**src/rtl/uart_tx_core_pkg.sv**
```systemverilog
// Shared types for the UART transmit core.
// Parity modes, FSM states and the data-width clamp helper.
package uart_tx_core_pkg;

    localparam int MIN_DATA_BITS = 5;

    typedef enum logic [2:0] {
        NONE  = 3'd0,
        EVEN  = 3'd1,
        ODD   = 3'd2,
        MARK  = 3'd3,
        SPACE = 3'd4
    } parity_mode_e;

    typedef enum logic [2:0] {
        IDLE,
        START,
        DATA,
        PARITY,
        STOP,
        BREAK,
        MARK_AFTER
    } tx_core_state_e;

    function automatic logic [3:0] clamp_bits(
        input logic [3:0] req,
        input logic [3:0] max_bits
    );
        if (req < 4'(MIN_DATA_BITS))
            return 4'(MIN_DATA_BITS);
        if (req > max_bits)
            return max_bits;
        return req;
    endfunction

endpackage

```
**src/rtl/uart_tx_core_if.sv**
```systemverilog
// Word stream feeding the transmit core.
// The FIFO side is master, the core is slave.
interface uart_tx_if #(
    parameter int MAX_DATA_BITS = 9
);
    logic                     s_valid;
    logic                     s_ready;
    logic [MAX_DATA_BITS-1:0] s_data;

    modport master (
        output s_valid,
        output s_data,
        input  s_ready
    );

    modport slave (
        input  s_valid,
        input  s_data,
        output s_ready
    );
endinterface

```
**src/rtl/uart_tx_core_baud_tick.sv**
```systemverilog
// Bit-period down-counter for the transmit core.
// o_tick marks the last clock of each bit.
module uart_baud_tick #(
    parameter int DIV_W = 16
) (
    input  logic             clk,
    input  logic             rst_n,
    input  logic             i_load,
    input  logic             i_en,
    input  logic [DIV_W-1:0] i_div,
    output logic             o_tick
);
    logic [DIV_W-1:0] r_cnt;

    assign o_tick = i_en && (r_cnt == '0);

    // Restart on state entry, reload at each bit end, else count down
    always_ff @(posedge clk or negedge rst_n) begin
        if (!rst_n)
            r_cnt <= '0;
        else if (i_load)
            r_cnt <= i_div;
        else if (i_en)
            r_cnt <= (r_cnt == '0) ? i_div : r_cnt - DIV_W'(1);
    end
endmodule

```
**src/rtl/uart_tx_core.sv**
```systemverilog
// UART transmit engine: one frame per accepted word.
// Back-to-back frames, break generation, per-frame config latch.
module uart_tx_core
    import uart_tx_core_pkg::*;
#(
    parameter int MAX_DATA_BITS = 9,
    parameter int DIV_W         = 16
) (
    input  logic             clk,
    input  logic             rst_n,
    uart_tx_if.slave         sif,
    input  logic [DIV_W-1:0] cfg_baud_div,
    input  logic [3:0]       cfg_data_bits,
    input  logic [2:0]       cfg_parity,
    input  logic             cfg_stop2,
    input  logic             break_req,
    output logic             tx,
    output logic             busy,
    output logic             frame_done
);
    tx_core_state_e           r_state;
    logic [MAX_DATA_BITS-1:0] r_shreg;
    logic [3:0]               r_nbits;
    logic [3:0]               r_bitcnt;
    parity_mode_e             r_par_mode;
    logic                     r_stop2;
    logic                     r_stopcnt;
    logic                     r_par;
    logic                     r_tx;
    logic [DIV_W-1:0]         r_div;

    logic             w_tick;
    logic             w_tick_en;
    logic             w_last_stop;
    logic             w_last_data;
    logic             w_end_frame;
    logic             w_ready;
    logic             w_xfer;
    logic             w_to_break;
    logic             w_load;
    logic [DIV_W-1:0] w_div_val;
    logic             w_acc;
    logic             w_par_bit;
    parity_mode_e     w_par_in;

    assign w_last_stop = !r_stop2 || r_stopcnt;
    assign w_last_data = (r_bitcnt == r_nbits - 4'd1);
    assign w_end_frame = (r_state == STOP) && w_tick && w_last_stop;

    // Ready is a pure function of state, never of s_valid
    assign w_ready    = rst_n && !break_req &&
                        ((r_state == IDLE) || w_end_frame);
    assign w_xfer     = sif.s_valid && w_ready;
    assign w_to_break = break_req &&
                        ((r_state == IDLE) || w_end_frame);

    assign w_tick_en = (r_state != IDLE) && (r_state != BREAK);
    assign w_load    = w_xfer || ((r_state == BREAK) && !break_req);
    assign w_div_val = w_xfer ? cfg_baud_div : r_div;

    assign w_par_in = (cfg_parity > 3'd4) ? NONE
                                          : parity_mode_e'(cfg_parity);

    assign sif.s_ready = w_ready;
    assign tx          = r_tx;
    assign busy        = (r_state != IDLE);
    assign frame_done  = w_end_frame;

    uart_baud_tick #(
        .DIV_W (DIV_W)
    ) u_tick (
        .clk    (clk),
        .rst_n  (rst_n),
        .i_load (w_load),
        .i_en   (w_tick_en),
        .i_div  (w_div_val),
        .o_tick (w_tick)
    );

    // Parity bit from all data bits, including the one on the line now
    always_comb begin
        w_acc     = r_par ^ r_shreg[0];
        w_par_bit = 1'b0;
        unique case (r_par_mode)
            EVEN:    w_par_bit = w_acc;
            ODD:     w_par_bit = ~w_acc;
            MARK:    w_par_bit = 1'b1;
            default: w_par_bit = 1'b0;
        endcase
    end

    // Frame FSM with registered line output
    always_ff @(posedge clk or negedge rst_n) begin
        if (!rst_n) begin
            r_state    <= IDLE;
            r_shreg    <= '0;
            r_nbits    <= 4'(MIN_DATA_BITS);
            r_bitcnt   <= '0;
            r_par_mode <= NONE;
            r_stop2    <= 1'b0;
            r_stopcnt  <= 1'b0;
            r_par      <= 1'b0;
            r_tx       <= 1'b1;
            r_div      <= '0;
        end else if (w_xfer) begin
            r_state    <= START;
            r_tx       <= 1'b0;
            r_shreg    <= sif.s_data;
            r_nbits    <= clamp_bits(cfg_data_bits,
                                     4'(MAX_DATA_BITS));
            r_par_mode <= w_par_in;
            r_stop2    <= cfg_stop2;
            r_div      <= cfg_baud_div;
            r_bitcnt   <= '0;
            r_stopcnt  <= 1'b0;
            r_par      <= 1'b0;
        end else if (w_to_break) begin
            r_state <= BREAK;
            r_tx    <= 1'b0;
            r_div   <= cfg_baud_div;
        end else begin
            unique case (r_state)
                IDLE: begin
                    r_tx <= 1'b1;
                end
                START: begin
                    if (w_tick) begin
                        r_state  <= DATA;
                        r_tx     <= r_shreg[0];
                        r_bitcnt <= '0;
                    end
                end
                DATA: begin
                    if (w_tick) begin
                        r_par   <= w_acc;
                        r_shreg <= r_shreg >> 1;
                        if (!w_last_data) begin
                            r_bitcnt <= r_bitcnt + 4'd1;
                            r_tx     <= r_shreg[1];
                        end else if (r_par_mode != NONE) begin
                            r_state <= PARITY;
                            r_tx    <= w_par_bit;
                        end else begin
                            r_state   <= STOP;
                            r_tx      <= 1'b1;
                            r_stopcnt <= 1'b0;
                        end
                    end
                end
                PARITY: begin
                    if (w_tick) begin
                        r_state   <= STOP;
                        r_tx      <= 1'b1;
                        r_stopcnt <= 1'b0;
                    end
                end
                STOP: begin
                    if (w_tick) begin
                        if (w_last_stop) begin
                            r_state <= IDLE;
                            r_tx    <= 1'b1;
                        end else begin
                            r_stopcnt <= 1'b1;
                        end
                    end
                end
                BREAK: begin
                    if (!break_req) begin
                        r_state <= MARK_AFTER;
                        r_tx    <= 1'b1;
                    end
                end
                MARK_AFTER: begin
                    if (w_tick) begin
                        r_state <= IDLE;
                        r_tx    <= 1'b1;
                    end
                end
                default: begin
                    r_state <= IDLE;
                    r_tx    <= 1'b1;
                end
            endcase
        end
    end
endmodule

```
**src/flat_wrapper.sv**
```systemverilog
// flat-port wrapper written by rule: the top's interface ports become plain ports
module uart_tx_core_flat import uart_tx_core_pkg::*;
#(
    parameter int MAX_DATA_BITS = 9,
    parameter int DIV_W         = 16
)
  (clk, rst_n, cfg_baud_div, cfg_data_bits, cfg_parity, cfg_stop2, break_req, tx, busy, frame_done, sif_s_valid, sif_s_data, sif_s_ready);
  uart_tx_if #(.MAX_DATA_BITS(MAX_DATA_BITS)) sif_i ();
  input  logic clk;
  input  logic rst_n;
  input  logic [DIV_W-1:0] cfg_baud_div;
  input  logic [3:0] cfg_data_bits;
  input  logic [2:0] cfg_parity;
  input  logic cfg_stop2;
  input  logic break_req;
  output logic tx;
  output logic busy;
  output logic frame_done;
  input wire logic [$bits(sif_i.s_valid)-1:0] sif_s_valid;
  input wire logic [$bits(sif_i.s_data)-1:0] sif_s_data;
  output wire logic [$bits(sif_i.s_ready)-1:0] sif_s_ready;
  assign sif_i.s_valid = sif_s_valid;
  assign sif_i.s_data = sif_s_data;
  assign sif_s_ready = sif_i.s_ready;
  uart_tx_core #(.MAX_DATA_BITS(MAX_DATA_BITS), .DIV_W(DIV_W)) u_core (.clk(clk), .rst_n(rst_n), .sif(sif_i), .cfg_baud_div(cfg_baud_div), .cfg_data_bits(cfg_data_bits), .cfg_parity(cfg_parity), .cfg_stop2(cfg_stop2), .break_req(break_req), .tx(tx), .busy(busy), .frame_done(frame_done));
endmodule
```
**config.mk**
```make
export PLATFORM = sky130hd
export DESIGN_NAME = uart_tx_core_flat
export DESIGN_NICKNAME = d
export VERILOG_FILES = /design/src/rtl/uart_tx_core_pkg.sv /design/src/rtl/uart_tx_core_if.sv /design/src/rtl/uart_tx_core_baud_tick.sv /design/src/rtl/uart_tx_core.sv /design/src/flat_wrapper.sv
export SDC_FILE = /design/constraint.sdc
export NUM_CORES = 1
export LEC_CHECK = 0
export CAP_MARGIN = 20
export CORE_MARGIN = 5
export CORE_UTILIZATION = 45
export CTS_CLUSTER_SIZE = 8
export DETAILED_ROUTE_END_ITERATION = 8
export PLACE_DENSITY = 0.67
export REMOVE_ABC_BUFFERS = 1
export SLEW_MARGIN = 10
export SYNTH_ARGS = -nofsm -noshare
export SYNTH_HDL_FRONTEND = slang
export SYNTH_SLANG_ARGS = --single-unit
```
**constraint.sdc**
```tcl
create_clock -name clk -period 2.92 [get_ports clk]
set_input_delay 0.584 -clock clk [delete_from_list [all_inputs] [get_ports clk]]
set_output_delay 0.584 -clock clk [all_outputs]
set_load 0.005 [all_outputs]
```
==> impl_metrics.tcl, run 1 <==
set metrics [dict create \
    crit_buf_inv 2 \
    yosysSeqAreaShare_pct 43.38 \
    tightestPinTransition_ns 0.6154 \
    finalNetCount 453 \
    boundaryPins 41 \
    overflow 0 \
    hold_viol_final 0 \
    crit_path_start "u_core.u_tick.r_cnt[0]" \
    yosysWarningCount 0 \
    grt_max_degree 50 \
    antenna_found_initial 0 \
    worst_ep_required_time_ns 2.34 \
    row_count 31 \
    first_pass_iters 4 \
    cts_tree "yes" \
    synth_top_area_share_pct 41.07 \
    drtIter0Drc 123 \
    timing.rr.start "u_core.u_tick.r_cnt[0]" \
    period_minus_slack_ns 2.499 \
    grt_pass1_wl_um 13880 \
    crit_chain "inv_2, ha_4, nor3b_4, nand4_4, o31ai_4, and3_1, dlymetal6s2s_1" \
    ys_async_sr_fraction_pct 100.0 \
    n_antenna_cell 0 \
    die_width_um 97.08 \
    hp-class "in2async" \
    crit_slowest_cell "dfrtp_1" \
    fin_skew_ns 0.005638 \
    fin_crit_sh_pct 85.57 \
    tns_ns 0 \
    synth_top_area_cell "dfrtp_1" \
    cts.sinks 59 \
    path_clk_slew_ns 0.07 \
    max_freq_mhz 400.2 \
    synth_seq_cells 59 \
    cts-root-buf "clkbuf_8" \
    setup_violations 0 \
    synth_cells 360 \
    crit_family "simple AND/OR/NAND/NOR gates" \
    startpoint_type "flip-flop" \
    grt_use_total_pct 17.74 \
    initial_utilization_pct 46.54 \
    p_leak_nw 1.825 \
    routabilityCongestion 0.8804 \
    synth_edf_count 0 \
    drive_above_1_share_pct 15.55 \
    syn_to_final_growth_pct 23.62 \
    worstPathMaxFanout 4 \
    maxCapViolations 0 \
    dp_hpwl_um 5485 \
    rsz0062_at_grt "no" \
    cts_max_level 3 \
    die_h_um 97.08 \
    ys_top_cells_by_area "dfrtp_1, nand2_1, mux2_2" \
    slew_headroom_pct 58.97 \
    dr_total_vias 2946 \
    r2r_setup_slack_ns 0.51 \
    drc 0 \
    cts_buffer_depth 2 \
    slew_viol_final 0 \
    cpPeakStageDelay_ns 0.39 \
    synth.most_common_cell "dfrtp_1" \
    total_power_mw 3.920 \
    p_per_area_nw_per_um2 929.4 \
    synth_flop_cell "dfrtp_1" \
    avgSynthCellArea_um2 9.478 \
    fp.coreArea_um2 7331 \
    peakVddDrop_v 0.0003877 \
    synth_cell_types 59 \
    status "completed" \
    port_buffers 40 \
    arrival_ns 1.91 \
    netlist_area_um2 3412 \
    nFillCells 640 \
    synth_common_cells "dfrtp_1, nand2_1, nor2_1" \
    setup_slack_ns 0.4213 \
    grt_pass1_vias 2966 \
    routed_wl_um 7874 \
    pre_cts_ws_ns 0.2218 \
    fp.dieArea_um2 9424 \
    viasPerCell 5.698 \
    wl_per_cell_um 15.23 \
    final_antenna_net_count 0 \
    clock_latency_ns 0.34 \
    path_class "reg2out" \
    cts_buffers 9 \
    end_kind "output port" \
]
per-stage QoR:
stage / instance area (µm²) / utilization, % / hold slack (ns) / instances
after floorplan: 3302 / - / 0.2884 / 337
after global placement: 3974 / 54.21 / 0.4740 / 496
after detailed placement: 3974 / 54.21 / 0.4735 / 496
after CTS: 4173 / 56.92 / 0.1429 / 513
after global routing: 4218 / 57.54 / 0.1523 / 517
final: 4218 / 57.54 / 0.1455 / 517
worst register-to-register path, delay by kind of cell, from the launching register on:
family | cells | cell delay (ns)
AO/OA/AOI/OAI | 2 | 0.42
buffers and inverters | 1 | 0.15
flip-flops | 1 | 0.39
AND/OR/NAND/NOR | 4 | 1.38
cell type report:
class                   instances  area (µm²)  share of cell area [%]
flip-flops and latches         59        1480                   35.09
multi-input cells             267        1810                   42.92
clock inverters                 3       15.01                  0.3560
inverters                      11       41.29                  0.9789
repair buffers                 65       588.1                   13.94
well taps                      99       123.9                   2.937
clock buffers                  13       158.9                   3.767
flip-flops by register name (all words and copies together) (netlist names), 3 cells and up:
register,flops
u_core.r_nbits,4
u_core.r_shreg,9
u_core.r_state,3
u_core.u_tick.r_cnt,16
u_core.r_bitcnt,4
u_core.r_par_mode,3
u_core.r_div,16
cells in the final DEF (no fill, tap or decap), types with 12 or more instances in the layout:
master            n
a21oi_1          18
buf_4            25
o21ai_0          21
dfrtp_1          56
nand2_1          40
clkdlybuf4s50_1  37
nor2_1           22
a31oi_1          16
nand3_1          12
kinds of logic (layout without fill, tap and decap cells):
kind of cell / Yosys count / count (layout) / share of synthesized area [%]
and+or+nand+nor: 123 / 123 / 18.74
buffers and inverters: 34 / 92 / 4.437
xor gates and xnor gates: 11 / 11 / 2.824
adders and majority gates: 3 / 3 / 1.100
DFF: 59 / 59 / 43.38
muxes: 27 / 27 / 8.581
AOI/OAI and AO/OA: 103 / 103 / 20.94
path summary, 6_finish.rpt:
| check | end | depth (start not counted) |
|---|---|---|
| hold reg to reg | u_core.r_div[6] | 1 |
| min in group clk | u_core.r_div[6] | 1 |
| setup reg to reg | u_core.u_tick.r_cnt[13] | 7 |
| max in group asynchronous | u_core.r_div[4] | 2 |
| hold / removal | u_core.r_stop2 | 1 |
| setup / recovery | sif_s_ready | 7 |
metal layers:
metal / GRT usage, % / wire (µm) / up-vias
met2: 28.18 / 3629 / 63
met5: 0 / 0 / -
met4: 7.127 / 178 / 0
met1: 23.01 / 3733 / 1430
met3: 4.594 / 332 / 18
li1: - / - / 1435
where the power goes:
part	leakage, nW	total [mW]	internal, mW	switching [mW]
Combinational	1.02	1.68	0.858	0.827
Clock	0.0932	0.673	0.350	0.322
Sequential	0.710	1.56	1.22	0.344
Total	1.82	3.92	2.43	1.49
what timing repair did:
| item | CTS | global route |
|---|---|---|
| resized for setup | 5 | 4 |
| endpoints found under the setup margin | 2 | 2 |
| hold buffers | 0 | 0 |
| gates cloned | 0 | 0 |
| buffers inserted | 1 | 4 |
| pin swaps | 3 | 4 |
(Power assumes the default switching activity.)
==> run 2, diff against run 1 <==
--- a/config.mk
+++ b/config.mk
@@ -7,10 +7,10 @@
 export LEC_CHECK = 0
 export CAP_MARGIN = 20
 export CORE_MARGIN = 5
-export CORE_UTILIZATION = 45
-export CTS_CLUSTER_SIZE = 8
+export CORE_UTILIZATION = 55
+export CTS_CLUSTER_SIZE = 20
 export DETAILED_ROUTE_END_ITERATION = 8
-export PLACE_DENSITY = 0.67
+export PLACE_DENSITY = 0.79
 export REMOVE_ABC_BUFFERS = 1
 export SLEW_MARGIN = 10
 export SYNTH_ARGS = -nofsm -noshare
==> constraint.sdc (replaced) <==
create_clock -name clk -period 2.92 [get_ports clk]
set_input_delay 0.73 -clock clk [delete_from_list [all_inputs] [get_ports clk]]
set_output_delay 0.73 -clock clk [all_outputs]
set_load 0.005 [all_outputs]
==> run 2 against run 1 <==
Sequential power about the same. First-iteration DRC count increased by 99%. Clock skew rose by 0.0024 ns. Utilization increased by 15 points. Sequential cell count is the same. Clock-buffer cell count fell by 2. Critical path depth is 1 higher. Power grew 7.1%. Sequential share of layout area down 0.92 points. Combinational power up 7%. Cell count is 3.3% lower. Largest cell class unchanged.
==> impl_metrics.tcl, run 2 (synthesized netlist as in run 1, its figures left out) <==
set metrics [dict create \
    maxCapViolations 0 \
    cts_hold_buf 0 \
    grt_max_degree 41 \
    end_kind "output port" \
    drive_above_1_share_pct 17.88 \
    hp-class "in2async" \
    grt_pass1_vias 2981 \
    final_common_cell "dfrtp_1" \
    initial_utilization_pct 56.95 \
    slew_viol_final 0 \
    period_minus_slack_ns 2.787 \
    boundaryPins 41 \
    dr_total_vias 3063 \
    cts_tree "yes" \
    r2r_cells 12 \
    syn_to_final_growth_pct 27.06 \
    viasPerCell 6.126 \
    fp.dieArea_um2 7879 \
    worst_ep_required_time_ns 2.19 \
    top_regs "u_core.r_div x16, u_core.u_tick.r_cnt x16, u_core.r_shreg x9" \
    rr_endpoint "u_core.u_tick.r_cnt[4]" \
    tns_ns 0 \
    fin_crit_sh_pct 95.45 \
    routabilityCongestion 0.8707 \
    max_freq_mhz 358.8 \
    die_h_um 88.77 \
    design_area_um2 4335 \
    p_per_area_nw_per_um2 968.1 \
    drc 0 \
    final_util_pct 72.37 \
    hold_viol_final 0 \
    peakVddDrop_v 0.0006688 \
    final_antenna_net_count 0 \
    clock_latency_ns 0.34 \
    overflow 0 \
    die_width_um 88.77 \
    timing.rr.start "u_core.u_tick.r_cnt[0]" \
    antenna_found_initial 0 \
    drtIter0Drc 245 \
    cts-root-buf "clkbuf_8" \
    cts_buffers 9 \
    dp_hpwl_um 5526 \
    cts.sinks 59 \
    endpoint "sif_s_ready" \
    slew_headroom_pct 64.93 \
    tightestPinTransition_ns 0.5218 \
    arrival_ns 2.06 \
    r2r_setup_slack_ns 0.41 \
    worstPathMaxFanout 4 \
    fp.coreArea_um2 5991 \
    first_pass_iters 5 \
    crit_path_start "u_core.u_tick.r_cnt[0]" \
    grt_use_total_pct 22.45 \
    path_clk_slew_ns 0.06 \
    status "completed" \
    n_antenna_cell 0 \
    cts_buffer_depth 2 \
    routed_wl_um 8048 \
    nFillCells 418 \
    grt_pass1_wl_um 13790 \
    path_class "reg2out" \
    fin_skew_ns 0.008028 \
    p_leak_nw 1.887 \
    finalNetCount 460 \
    final_cell_mix "dfrtp_1, nand2_1, clkdlybuf4s50_1" \
    port_buffers 40 \
    placed_cell_area_um2 3996 \
    cts_max_level 3 \
    wl_per_cell_um 16.10 \
    row_count 28 \
    setup_violations 0 \
    startpoint_type "flip-flop" \
    rsz0062_at_grt "no" \
]
==> run 2: critical path, cell delays in order, from the launching register on <==
cell and delay [ns]:
dfrtp_1 0.39, inv_2 0.09, ha_4 0.15, nor3b_4 0.24
nand4_4 0.11, buf_4 0.18, o31ai_4 0.18, and3_1 0.17
dlygate4sd2_1 0.23
==> run 2: layout make-up <==
class | instances | area, µm² | share of cell area [%]
Multi-Input combinational cell | 267 | 1818 | 41.93
Sequential cell | 59 | 1481 | 34.17
Timing Repair Buffer | 72 | 674.4 | 15.56
Clock buffer | 11 | 151.4 | 3.492
Tap cell | 75 | 93.84 | 2.165
Clock inverter | 5 | 75.07 | 1.732
Inverter | 11 | 41.29 | 0.9524
==> run 2: how the worst min path moves through the flow <==
stage	from	endpoint	slack, ns
global placement	u_core.r_div[6]	u_core.r_div[6]	0.47
floorplan	rst_n	u_core.r_bitcnt[0]	0.43
global route	rst_n	u_core.r_state[1]	0.19
finish	rst_n	u_core.r_state[1]	0.20
CTS	rst_n	u_core.r_state[1]	0.20
detailed placement	u_core.r_div[8]	u_core.r_div[8]	0.48
==> run 2: report_power, final <==
group / switching [mW] / internal (mW)
combinational: 0.879 / 0.916
clock: 0.330 / 0.523
sequential: 0.329 / 1.22
==> run 2: routing by layer <==
layer  share of wire (%)  global-route usage [%]  vias to the layer above
li1                    -                       -                     1446
met1                  45                   30.80                     1493
met2                  48                   35.36                      110
met3                 6.1                   5.028                       14
met4                 1.3                   7.280                        0
met5                   0                       0                        -
==> run 2: per-stage QoR <==
step           hold WS (ns)  power [mW]  worst slack (ns)  std cells
6_report             0.1988       4.197            0.1329        500
3_5_place_dp         0.4826       3.239           0.03666        474
4_1_cts              0.1952       4.183          0.007543        497
2_1_floorplan        0.4344       2.662           0.01842        337
5_1_grt              0.1870       4.503           0.01780        500
3_3_place_gp         0.4674       3.175            0.1251        474
==> run 2: timing repair <==
action | CTS | global route
pin swaps | 3 | 0
endpoints found under the setup margin | 2 | 2
hold endpoints to repair | 0 | 0
resized for setup | 9 | 2
setup buffers | 7 | 3
